==> config.mk <==
export PLATFORM = sky130hd
export DESIGN_NAME = instr_fetch_unit
export DESIGN_NICKNAME = d
export VERILOG_FILES = /design/src/rtl/fetch_pkg.sv /design/src/rtl/fetch_fifo.sv /design/src/rtl/instr_fetch_unit.sv
export SDC_FILE = /design/constraint.sdc
export NUM_CORES = 1
export LEC_CHECK = 0
export CAP_MARGIN = 20
export CORE_MARGIN = 2
export CORE_UTILIZATION = 54
export CTS_CLUSTER_SIZE = 24
export DETAILED_ROUTE_END_ITERATION = 8
export MAX_ROUTING_LAYER = met4
export PLACE_DENSITY = 0.9
export SLEW_MARGIN = 20
export SYNTH_ARGS = -nofsm -noshare
export SYNTH_HDL_FRONTEND = slang
export SYNTH_SLANG_ARGS = --single-unit
==> constraint.sdc <==
create_clock -name clk -period 4.5 [get_ports clk]
set_input_delay 0.9 -clock clk [delete_from_list [all_inputs] [get_ports clk]]
set_output_delay 0.9 -clock clk [all_outputs]
set_load 0.03 [all_outputs]
==> src/rtl/fetch_pkg.sv <==
// Shared definitions for the instruction fetch slice: instruction width,
// sequential PC step, default reset vector and the prefetch entry layout.
package fetch_pkg;

  localparam int INSTR_W = 32;
  localparam int PC_INC = 4;
  localparam logic [31:0] DEFAULT_RESET_PC = 32'h0000_0000;

  // One prefetched instruction tagged with the address it came from.
  typedef struct packed {
    logic [31:0]        pc;
    logic [INSTR_W-1:0] instr;
  } fetch_entry_t;

endpackage

==> src/rtl/fetch_fifo.sv <==
// Small synchronous prefetch FIFO. Flush empties it in one edge and wins
// over any push/pop presented in the same cycle. A pop when empty and a
// push when full without a matching pop are ignored.
module fetch_fifo
  import fetch_pkg::*;
#(
  parameter int  DEPTH   = 4,
  parameter type entry_t = fetch_entry_t
) (
  input  logic                     clk,
  input  logic                     reset,
  input  logic                     i_push,
  input  logic                     i_pop,
  input  logic                     i_flush,
  input  entry_t                   i_data,
  output entry_t                   o_head,
  output logic                     o_full,
  output logic                     o_empty,
  output logic [$clog2(DEPTH):0]   o_count
);

  localparam int AW = $clog2(DEPTH);
  localparam logic [AW:0] CNT_FULL = (AW+1)'(DEPTH);

  entry_t          r_mem [DEPTH];
  logic [AW-1:0]   r_rdPtr;
  logic [AW-1:0]   r_wrPtr;
  logic [AW:0]     r_count;
  logic            w_push;
  logic            w_pop;

  assign o_empty = (r_count == '0);
  assign o_full  = (r_count == CNT_FULL);
  assign o_count = r_count;
  assign o_head  = r_mem[r_rdPtr];

  assign w_pop  = i_pop & ~o_empty;
  assign w_push = i_push & (~o_full | w_pop);

  // Storage array: written on an accepted push, never reset (contents are
  // only meaningful while counted).
  always_ff @(posedge clk) begin
    if (w_push && !i_flush) begin
      r_mem[r_wrPtr] <= i_data;
    end
  end

  // Pointer and occupancy bookkeeping; reset and flush both empty the FIFO.
  always_ff @(posedge clk) begin
    if (!reset || i_flush) begin
      r_rdPtr <= '0;
      r_wrPtr <= '0;
      r_count <= '0;
    end else begin
      if (w_push) r_wrPtr <= r_wrPtr + 1'b1;
      if (w_pop)  r_rdPtr <= r_rdPtr + 1'b1;
      unique case ({w_push, w_pop})
        2'b10:   r_count <= r_count + 1'b1;
        2'b01:   r_count <= r_count - 1'b1;
        default: r_count <= r_count;
      endcase
    end
  end

endmodule

==> src/rtl/instr_fetch_unit.sv <==
// Instruction fetch unit: drives the combinational instruction memory from
// the fetch PC, buffers returned words with their PC in a prefetch FIFO and
// hands them to decode over valid/ready. Redirects flush the FIFO and reload
// the fetch PC.
// Build option: define FETCH_MISALIGN_CHECK_EN to halt fetch and raise
// misalign on a redirect to a non-word-aligned target; otherwise the low
// two target bits are cleared and misalign is tied low.
module instr_fetch_unit
  import fetch_pkg::*;
#(
  parameter logic [31:0] RESET_PC = DEFAULT_RESET_PC,
  parameter int          DEPTH    = 4,
  parameter int          PC_W     = 32
) (
  input  logic               clk,
  input  logic               reset,
  output logic [PC_W-1:0]    iaddr,
  input  logic [INSTR_W-1:0] idata,
  output logic               out_valid,
  input  logic               out_ready,
  output logic [INSTR_W-1:0] out_instr,
  output logic [PC_W-1:0]    out_pc,
  input  logic               redir_valid,
  input  logic [PC_W-1:0]    redir_pc,
  output logic               misalign
);

  typedef struct packed {
    logic [PC_W-1:0]    pc;
    logic [INSTR_W-1:0] instr;
  } entry_t;

  localparam int AW = $clog2(DEPTH);
  localparam logic [AW:0] CNT_FULL = (AW+1)'(DEPTH);

  logic [PC_W-1:0] r_fetchPc;
  logic [PC_W-1:0] w_redirTarget;
  logic            w_halted;
  logic            w_push;
  logic            w_pop;
  logic            w_full;
  logic            w_empty;
  logic [AW:0]     w_count;
  entry_t          w_wrEntry;
  entry_t          w_head;

  assign iaddr     = r_fetchPc;
  assign out_valid = ~w_empty;
  assign out_instr = w_head.instr;
  assign out_pc    = w_head.pc;

  assign w_pop  = out_valid & out_ready;
  assign w_push = ~redir_valid & ~w_halted & (~w_full | w_pop);

  assign w_wrEntry.pc    = r_fetchPc;
  assign w_wrEntry.instr = idata;

`ifdef FETCH_MISALIGN_CHECK_EN
  logic r_halted;

  assign w_redirTarget = redir_pc;
  assign w_halted      = r_halted;
  assign misalign      = r_halted;

  // A redirect to a misaligned target stops fetching until the next
  // redirect lands on a word boundary.
  always_ff @(posedge clk) begin
    if (!reset) begin
      r_halted <= 1'b0;
    end else if (redir_valid) begin
      r_halted <= |redir_pc[1:0];
    end
  end
`else
  assign w_redirTarget = redir_pc & ~PC_W'(3);
  assign w_halted      = 1'b0;
  assign misalign      = 1'b0;
`endif

  // Fetch PC: redirect reloads it, an accepted push steps to the next word.
  always_ff @(posedge clk) begin
    if (!reset) begin
      r_fetchPc <= PC_W'(RESET_PC);
    end else if (redir_valid) begin
      r_fetchPc <= w_redirTarget;
    end else if (w_push) begin
      r_fetchPc <= r_fetchPc + PC_W'(PC_INC);
    end
  end

  // Occupancy can never exceed the FIFO depth.
  always_ff @(posedge clk) begin
    if (reset) begin
      assert (w_count <= CNT_FULL);
    end
  end

  fetch_fifo #(
    .DEPTH   (DEPTH),
    .entry_t (entry_t)
  ) u_fifo (
    .clk     (clk),
    .reset   (reset),
    .i_push  (w_push),
    .i_pop   (w_pop),
    .i_flush (redir_valid),
    .i_data  (w_wrEntry),
    .o_head  (w_head),
    .o_full  (w_full),
    .o_empty (w_empty),
    .o_count (w_count)
  );

endmodule
Yosys cells after proc, flatten, opt, wreduce, memory -nomap -nowiden
Memories as Yosys holds them, arrays and structs flattened. A register that Yosys moved wholly into a read port is not among the register bits.
Index checks and enable logic that the tools add are counted.
W data, S select, Z words.
Operators by class
  add/subtract/negate cells: 5
  equality and inequality tests: 3
  muxes and demuxes: 7
  bitwise gates (word level): 10
  reductions and logical operators: 8
Operators by type and width (count)
  $mux W32: 2
  $add A32 B3 Y32 const B: 1
  $pmux W3 S2: 1
  $add A2 B1 Y2 const B: 2
  $and A1 B1 Y1: 4
  $mux W2: 2
  $not A1 Y1: 4
  $reduce_bool A2 Y1: 2
  $add A3 B1 Y3 const B: 1
  $eq A3 B3 Y1 const B: 1
  $logic_not A3 Y1: 1
  $sub A3 B1 Y3 const B: 1
  $eq A2 B1 Y1 const B: 1
  $eq A2 B2 Y1 const B: 1
  $logic_not A1 Y1: 2
  $mux W1: 2
  $or A1 B1 Y1: 2
  $reduce_or A2 Y1: 1
  $logic_and A1 B1 Y1: 1
  $logic_or A1 B1 Y1: 1
Word-level totals
  bits in registers: 39
  RAM bits: 256
  input bits: 68
  output and inout port bits: 98
  word-level logic and storage cells: 39
  memories kept: 1
Memory list
  u_fifo.r_mem: depth 4, bits a word 64, rd ports 1, clocked after Yosys merged registers in 1, wr ports 1, RTL line fetch_fifo.sv:25  | entry_t r_mem [DEPTH];

Depth between registers and ports, before layout
Gate-level depths: netlist (run 1).
  depth after elaboration: 9
  depth in mapped cells: 11
  depth with buffers taken out: 9

By module
From an unflattened synthesis (run 1), not the netlist that was laid out.
Second synthesis, totals
  cells, all modules: 648
  area total of the unflattened synthesis: 11722.5 µm²
By module, submodules not included
  fetch_fifo: instances 1, cells each 401, area each 9778.1 µm², seq. area each 7867.5 µm²
  instr_fetch_unit: instances 1, cells each 247, area each 1944.4 µm², seq. area each 600.6 µm²

Least setup slack after synthesis (run 1)
Ideal clock, no wire load.
  path type: input -> register
  start point: input out_ready
  end point: memory u_fifo.r_mem[0][0] (netlist name), enable pin
  setup time: 427 ps
  data arrival time: 2950 ps
  required time: 4073 ps
  slack: 1123 ps
  stages: 4
  buffers on the path: 2
  cells stage by stage: or4b_1 -> clkbuf_1 -> clkbuf_1 -> and3_1
Between the ends
  cells in the longest elaborated chain, start to end: 7
  elaborated cells on any way between the ends: 9
  those cells by class: mux (2); bitwise (6); reduce/logical (1)
Ends and longest elaborated chain
  start: declaration: RTL line instr_fetch_unit.sv:20  | input logic out_ready,
  $and A1 B1 Y1 (*): RTL line instr_fetch_unit.sv:52  | assign w_pop = out_valid & out_ready;
  $or A1 B1 Y1 / $and A1 B1 Y1 (equally long branches): RTL line instr_fetch_unit.sv:53, fetch_fifo.sv:37
  $and A1 B1 Y1 / $or A1 B1 Y1 (equally long branches): RTL line instr_fetch_unit.sv:53, fetch_fifo.sv:38
  $and A1 B1 Y1 (*): RTL line fetch_fifo.sv:38  | assign w_push = i_push & (~o_full | w_pop);
  $logic_and A1 B1 Y1 (*): RTL line fetch_fifo.sv:43  | if (w_push && !i_flush) begin
  $mux W1 (*): RTL line fetch_fifo.sv:43
  $mux W1 (not written as such) (*): RTL line fetch_fifo.sv:44  | r_mem[r_wrPtr] <= i_data;
  end: declaration: RTL line fetch_fifo.sv:25
Every way passes the cells marked *; elsewhere a longest branch is shown, timed or not.

==> metrics.md, run 1 <==
| Metric | Value |
|---|---|
| Register area share after synthesis | 72.59% |
| Final wirelength | 23930 µm |
| Flop2flop setup slack | 2.00 ns |
| Mapped Cells | 618 |
| Drt first pass iters | 5 |
| FF-to-FF Start | iaddr[2] |
| Average size of a mapped cell | 18.34 µm² |
| Tcrit/Tclk final | 81.30% |
| Vias in the first global route | 6479 |
| Die area | 22170 µm² |
| Largest area contributor in the netlist | edfxtp_1 |
| Flip-flop and latch area | 8235 µm² |
| Asr flop ratio synth | 0% |
| Critical path peak fanout | 47 |
| Post-DR wirelength/cell | 22.18 µm |
| Share of layout cells above drive strength 1 | 15.80% |
| Hold Vio Cnt, Final | 0 |
| Non-Filler Instances | 1079 |
| Vias | 6421 |
| PD cells | 415.9 nW/µm² |
| Post-route cell area | 14120 µm² |
| Post-cts resize count | 0 |
| Multi-input logic area | 2899 µm² |
| Crit path time final | 3.658 ns |
| IO Count | 166 |
| DP Cell Count | 1027 |
| Synth Warn # | 0 |
| Cts bufs inserted | 28 |
| Area delta synth->final | 24.59% |
| CP Launch Type | flip-flop |
| Main synth FF type | edfxtp_1 |
| Starting density of the core | 54.43% |
| Initial drt markers | 583 |
| RSZ-0062 raised after global routing | no |
| Net Switching | 1291 µW |
| Critical path destination | out_pc[3] |
| CTS Buffer Depth | 3 |
| Clk sink count | 287 |
| Fill cells | 1373 |
| Critical path data arrival time | 2.76 ns |
| N_diodes | 0 |
| Post-CTS Setup Inserts | 0 |
| Net Sw Frac | 21.98% |
| Die Y | 148.9 µm |
| Placed inst area | 13220 µm² |
| Final setup vio count | 0 |
| Core ar. | 20820 µm² |
| Cell variety after synth | 60 |
| Worst R2R End | iaddr[30] |
| Clock skew | 0.01070 ns |
| Pwr Total | 5873 µW |
| Port buffer count | 158 |
| Skew-Pair Late Insertion Delay | 0.52 ns |
| Largest net degree at the start of global routing | 63 |
| HP Class | reg -> reg |
| First-pass GRT wire length | 36850 µm |
| Worst slew pin tran | 0.9350 ns |
| Final Slew Violations | 0 |
| Sequential power share | 52.3% |
| TritonCTS clock tree | built |
| DP Wirelength | 15040 µm |
| Logic pwr share | 9.2% |
| # hold bufs at CTS | 0 |
| Count leader, synth | edfxtp_1 |
| Final Net Count | 857 |
| Critical setup path kind | reg -> out |
| Fin Setup TNS | 0 ns |
| R2R cell count | 5 |
| WP data required | 3.60 ns |
| Slew HR | 37.66% |
| Area share of the largest cell type after synthesis | 65.70% |
| Kind of end point of the critical path | output pin |
| Number of cell rows | 53 |
| GP Congestion | 0.8838 |
| Internal | 4582 µW |
| Clock Tree Root | clkbuf_16 |
| Clock share of power | 38.5% |
| Clock transition at path regs | 0.06 ns |
| Max Freq | 273.3 MHz |
| Cell Area, Synth | 11330 µm² |
| Synth top area cells | edfxtp_1, mux4_2, dfxtp_1 |
| Initial antenna violation count | 0 |
| Number of synthesized flops with an enable pin | 248 |
| Gr ovfl total | 0 |
| DRC | 0 |
| CTS H-tree depth | 1 |
| Die Wd | 148.9 µm |
| Avg Vias per Cell | 5.951 |
| Total GRT Usage | 22.30% |
| VDD IR max | 0.2359 mV |
| Status | complete, no violations |
| P_leak | 0.004488 µW |
| Number of routed nets with antenna violations | 0 |
| Flops & latches, synth | 287 |
| Most frequent cells after synthesis | edfxtp_1, mux4_2, dfxtp_1, o21ai_0, nand2_1 |
| Max Cap Viol | 0 |
## how the worst min path moves through the flow
stage	cells after the start	from	slack [ns]	endpoint
global route	2	u_fifo.r_wrPtr[1]	0.54	u_fifo.r_wrPtr[1]
floorplan	2	u_fifo.r_wrPtr[1]	0.46	u_fifo.r_wrPtr[1]
finish	2	u_fifo.r_wrPtr[1]	0.53	u_fifo.r_wrPtr[1]
global placement	2	u_fifo.r_wrPtr[1]	0.49	u_fifo.r_wrPtr[1]
CTS	2	u_fifo.r_wrPtr[1]	0.52	u_fifo.r_wrPtr[1]
detailed placement	2	u_fifo.r_wrPtr[1]	0.51	u_fifo.r_wrPtr[1]
## through the flow
| stage | hold WS [ns] | utilization [%] | worst slack [ns] |
|---|---|---|---|
| after floorplan | 0.4620 | - | 1.123 |
| after global placement | 0.4857 | 63.51 | 1.301 |
| after detailed placement | 0.5089 | 63.51 | 1.268 |
| after CTS | 0.5173 | 67.82 | 0.7969 |
| after global routing | 0.5396 | 67.82 | 0.6980 |
| final | 0.5270 | 67.82 | 0.8416 |
## layer usage
layer	vias up	global-route usage (%)	routed length, µm
met5	-	-	0
met2	300	35.44	11780
li1	2858	-	-
met4	0	4.619	410
met1	3225	31.30	9957
met3	38	3.425	1786
## layout make-up
class	count	area share, %
clock buffer	36	5.325
sequential	287	58.31
inverter	11	0.2924
clock inverter	16	1.037
tap	275	2.436
multi-input combinational	288	20.53
timing repair buffer	166	12.07
## cells by family after synthesis
kind of cell	share of synthesized area, %
muxes	12.32
adders and majority gates	0.8389
other	0.03308
xor gates and xnor gates	0.9272
DFF	72.59
AOI/OAI and AO/OA	4.051
and+or+nand+nor	7.021
buffers and inverters	2.219
## worst max-delay path: stages (launching register included)
cell and delay, ns:
dfxtp_4 0.58, buf_12 0.37, mux4_2 0.60, clkdlybuf4s50_1 0.61
## power groups by stage
stage	registers [µW]	clock network, µW	logic [µW]
after global placement	3120	0	531
after detailed placement	3130	0	541
final	3070	2260	540
after global routing	3090	2400	569
after CTS	3070	2300	544
after floorplan	3140	0	263
## layout by cell type, fill, tap and decap left out, types with 7 or more instances in the layout
cell,n
clkbuf_16,29
o21ai_0,26
nor3_1,8
xor2_1,8
dfxtp_1,37
mux4_2,62
nand4_1,12
clkinv_1,8
a21oi_1,11
nand2_1,21
inv_1,10
a31oi_1,9
clkdlybuf4s50_1,158
edfxtp_1,248
nor4_1,8
nand3_1,14
clkbuf_1,7
nor2_1,17
## registers in the layout (all words and copies together), names as in the netlist, named ones only
| name | count |
|---|---|
| u_fifo.r_rdPtr | 2 |
| u_fifo.o_count | 3 |
| u_fifo.r_mem | 248 |
| u_fifo.r_wrPtr | 2 |
| iaddr | 30 |
No activity file was read; power rests on OpenSTA's default activity.
==> run 2, diff against run 1 <==
--- a/config.mk
+++ b/config.mk
@@ -7,11 +7,11 @@
 export LEC_CHECK = 0
 export CAP_MARGIN = 20
 export CORE_MARGIN = 2
-export CORE_UTILIZATION = 54
+export CORE_UTILIZATION = 49
 export CTS_CLUSTER_SIZE = 24
 export DETAILED_ROUTE_END_ITERATION = 8
 export MAX_ROUTING_LAYER = met4
-export PLACE_DENSITY = 0.9
+export PLACE_DENSITY = 0.87
 export SLEW_MARGIN = 20
 export SYNTH_ARGS = -nofsm -noshare
 export SYNTH_HDL_FRONTEND = slang
==> constraint.sdc (replaced) <==
create_clock -name clk -period 3.1 [get_ports clk]
set_input_delay 0.62 -clock clk [delete_from_list [all_inputs] [get_ports clk]]
set_output_delay 0.62 -clock clk [all_outputs]
set_load 0.03 [all_outputs]
==> metrics.md, run 2 (synthesized netlist as in run 1, its figures left out) <==
| Metric | Value |
|---|---|
| Vias | 6351 |
| GP Congestion | 0.8418 |
| Hold path start | u_fifo.r_wrPtr[1] |
| CP peak stage delay | 0.60 ns |
| FF-to-FF Start | iaddr[2] |
| Fin Setup TNS | 0 ns |
| Number of cell rows | 55 |
| Die Wd | 156.1 µm |
| Final Slew Violations | 0 |
| Share of layout cells above drive strength 1 | 16.42% |
| P_leak | 0.004868 µW |
| Slew HR | 34.96% |
| Critical path peak fanout | 10 |
| Cts bufs inserted | 28 |
| Critical setup path kind | reg -> out |
| Clk sink count | 287 |
| Starting density of the core | 50.06% |
| CTS H-tree depth | 1 |
| Gr ovfl total | 0 |
| Drt first pass iters | 5 |
| HP Class | reg -> reg |
| Die Y | 156.1 µm |
| Die area | 24360 µm² |
| Final setup vio count | 0 |
| N_diodes | 0 |
| Status | complete, no violations |
| Largest Register | u_fifo.r_mem |
| Max reg flops | 248 |
| Commonest cells after routing, fill and taps aside | edfxtp_1, clkdlybuf4s50_1, mux4_2, dfxtp_1, dlymetal6s2s_1 |
| Final Net Count | 863 |
| Max Cap Viol | 0 |
| Max Freq | 334.6 MHz |
| Area delta synth->final | 25.30% |
| Initial drt markers | 571 |
| Avg Vias per Cell | 5.800 |
| Worst slew pin tran | 0.9756 ns |
| DP Wirelength | 14720 µm |
| Post-CTS Setup Inserts | 0 |
| PD cells | 593.7 nW/µm² |
| Clock Tree Root | clkbuf_16 |
| DRC | 0 |
| Critical path data arrival time | 2.37 ns |
| CTS Buffer Depth | 3 |
| Largest delay share family, worst path | buffers and inverters |
| Hold Vio Cnt, Final | 0 |
| Vias in the first global route | 6450 |
| Worst Path Buf+Inv | 2 |
| Initial antenna violation count | 0 |
| RSZ-0062 raised after global routing | no |
| Port buffer count | 158 |
| Largest net degree at the start of global routing | 63 |
| CP Launch Type | flip-flop |
| VDD IR max | 0.3481 mV |
| Most common cell after layout, fill and taps aside | edfxtp_1 |
| IO Count | 166 |
| # hold bufs at CTS | 0 |
| Pwr Total | 8432 µW |
| Critical Path Slowest Stage Cell | clkdlybuf4s50_1 |
| Number of routed nets with antenna violations | 0 |
| Skew-Pair Late Insertion Delay | 0.53 ns |
| Core ar. | 22640 µm² |
| WP data required | 2.48 ns |
| First-pass GRT wire length | 36580 µm |
| Total GRT Usage | 20.19% |
| Crit path time final | 2.988 ns |
| Kind of end point of the critical path | output pin |
| TritonCTS clock tree | built |
| Tcrit/Tclk final | 96.40% |
| Clock transition at path regs | 0.06 ns |
| Final wirelength | 23800 µm |
| Post-DR wirelength/cell | 21.74 µm |
| Clock skew | 0.01214 ns |
| Critical Path, Cell by Cell | buf_6, mux4_2, clkdlybuf4s50_1 |
==> run 2: changes by cell type in the layout (fill, tap and decap cells not counted) <==
| cell | previous run | this run |
|---|---|---|
| clkdlybuf4s50_1 | 158 | 103 |
| dlymetal6s2s_1 | 0 | 35 |
| dlygate4sd2_1 | 0 | 20 |
| buf_4 | 3 | 9 |
| clkbuf_1 | 7 | 9 |
| clkinv_1 | 8 | 6 |
| buf_12 | 5 | 4 |
| buf_6 | 0 | 1 |
| bufinv_16 | 3 | 2 |
| clkinvlp_4 | 0 | 1 |
| nor4b_2 | 0 | 1 |
| nor4b_4 | 1 | 0 |
==> run 2: report_power, final <==
group / total (µW) / switching [µW] / internal (µW)
Clock: 3220 / 1340 / 1880
Combinational: 753 / 423 / 331
Sequential: 4460 / 113 / 4350
==> run 2: what timing repair did <==
item                       4_1_cts  5_1_grt
hold endpoints to repair         0        0
gates resized for setup         20       36
setup endpoints to repair       20       36
==> run 2: worst paths after layout <==
| kind | to | slack, ns | cells after the start |
|---|---|---|---|
| min | u_fifo.r_wrPtr[1] | 0.51 | 2 |
| max | out_pc[5] | 0.11 | 3 |
| max reg2reg | iaddr[18] | 0.76 | 5 |
| min reg2reg | u_fifo.r_wrPtr[1] | 0.51 | 2 |
==> run 2: worst min-delay path, delay by kind of cell, from the launching register on <==
family | cells | cell delay (ns)
flops | 1 | 0.35
compound gates | 1 | 0.05
simple gates | 1 | 0.07
==> run 2: cell type report <==
| cell class | instances | area (µm²) |
|---|---|---|
| Clock buffer | 38 | 759.5 |
| Timing Repair Buffer | 172 | 1803 |
| Inverter | 11 | 41.29 |
| Tap cell | 285 | 356.6 |
| Multi-Input combinational cell | 288 | 2890 |
| Clock inverter | 14 | 116.4 |
| Fill cell | 1573 | 8438 |
| Sequential cell | 287 | 8235 |
==> run 2: through the flow <==
step	utilization (%)	hold WS (ns)	std cells	area, µm²	worst slack [ns]
after floorplan	-	0.4620	622	11350	0.003112
after global placement	58.57	0.4848	1043	13260	0.3894
after detailed placement	58.57	0.4980	1043	13260	0.3001
after CTS	62.33	0.5066	1095	14110	0.0005280
after global routing	62.73	0.5356	1095	14200	0.02846
final	62.73	0.5145	1095	14200	0.1117
==> run 2: per-layer routing <==
metal | up-vias | global-route usage (%) | routed length, µm
li1 | 2871 | - | -
met1 | 3178 | 27.41 | 9822
met2 | 267 | 32.47 | 11800
met3 | 35 | 2.833 | 1743
met4 | 0 | 5.723 | 434
met5 | - | - | 0
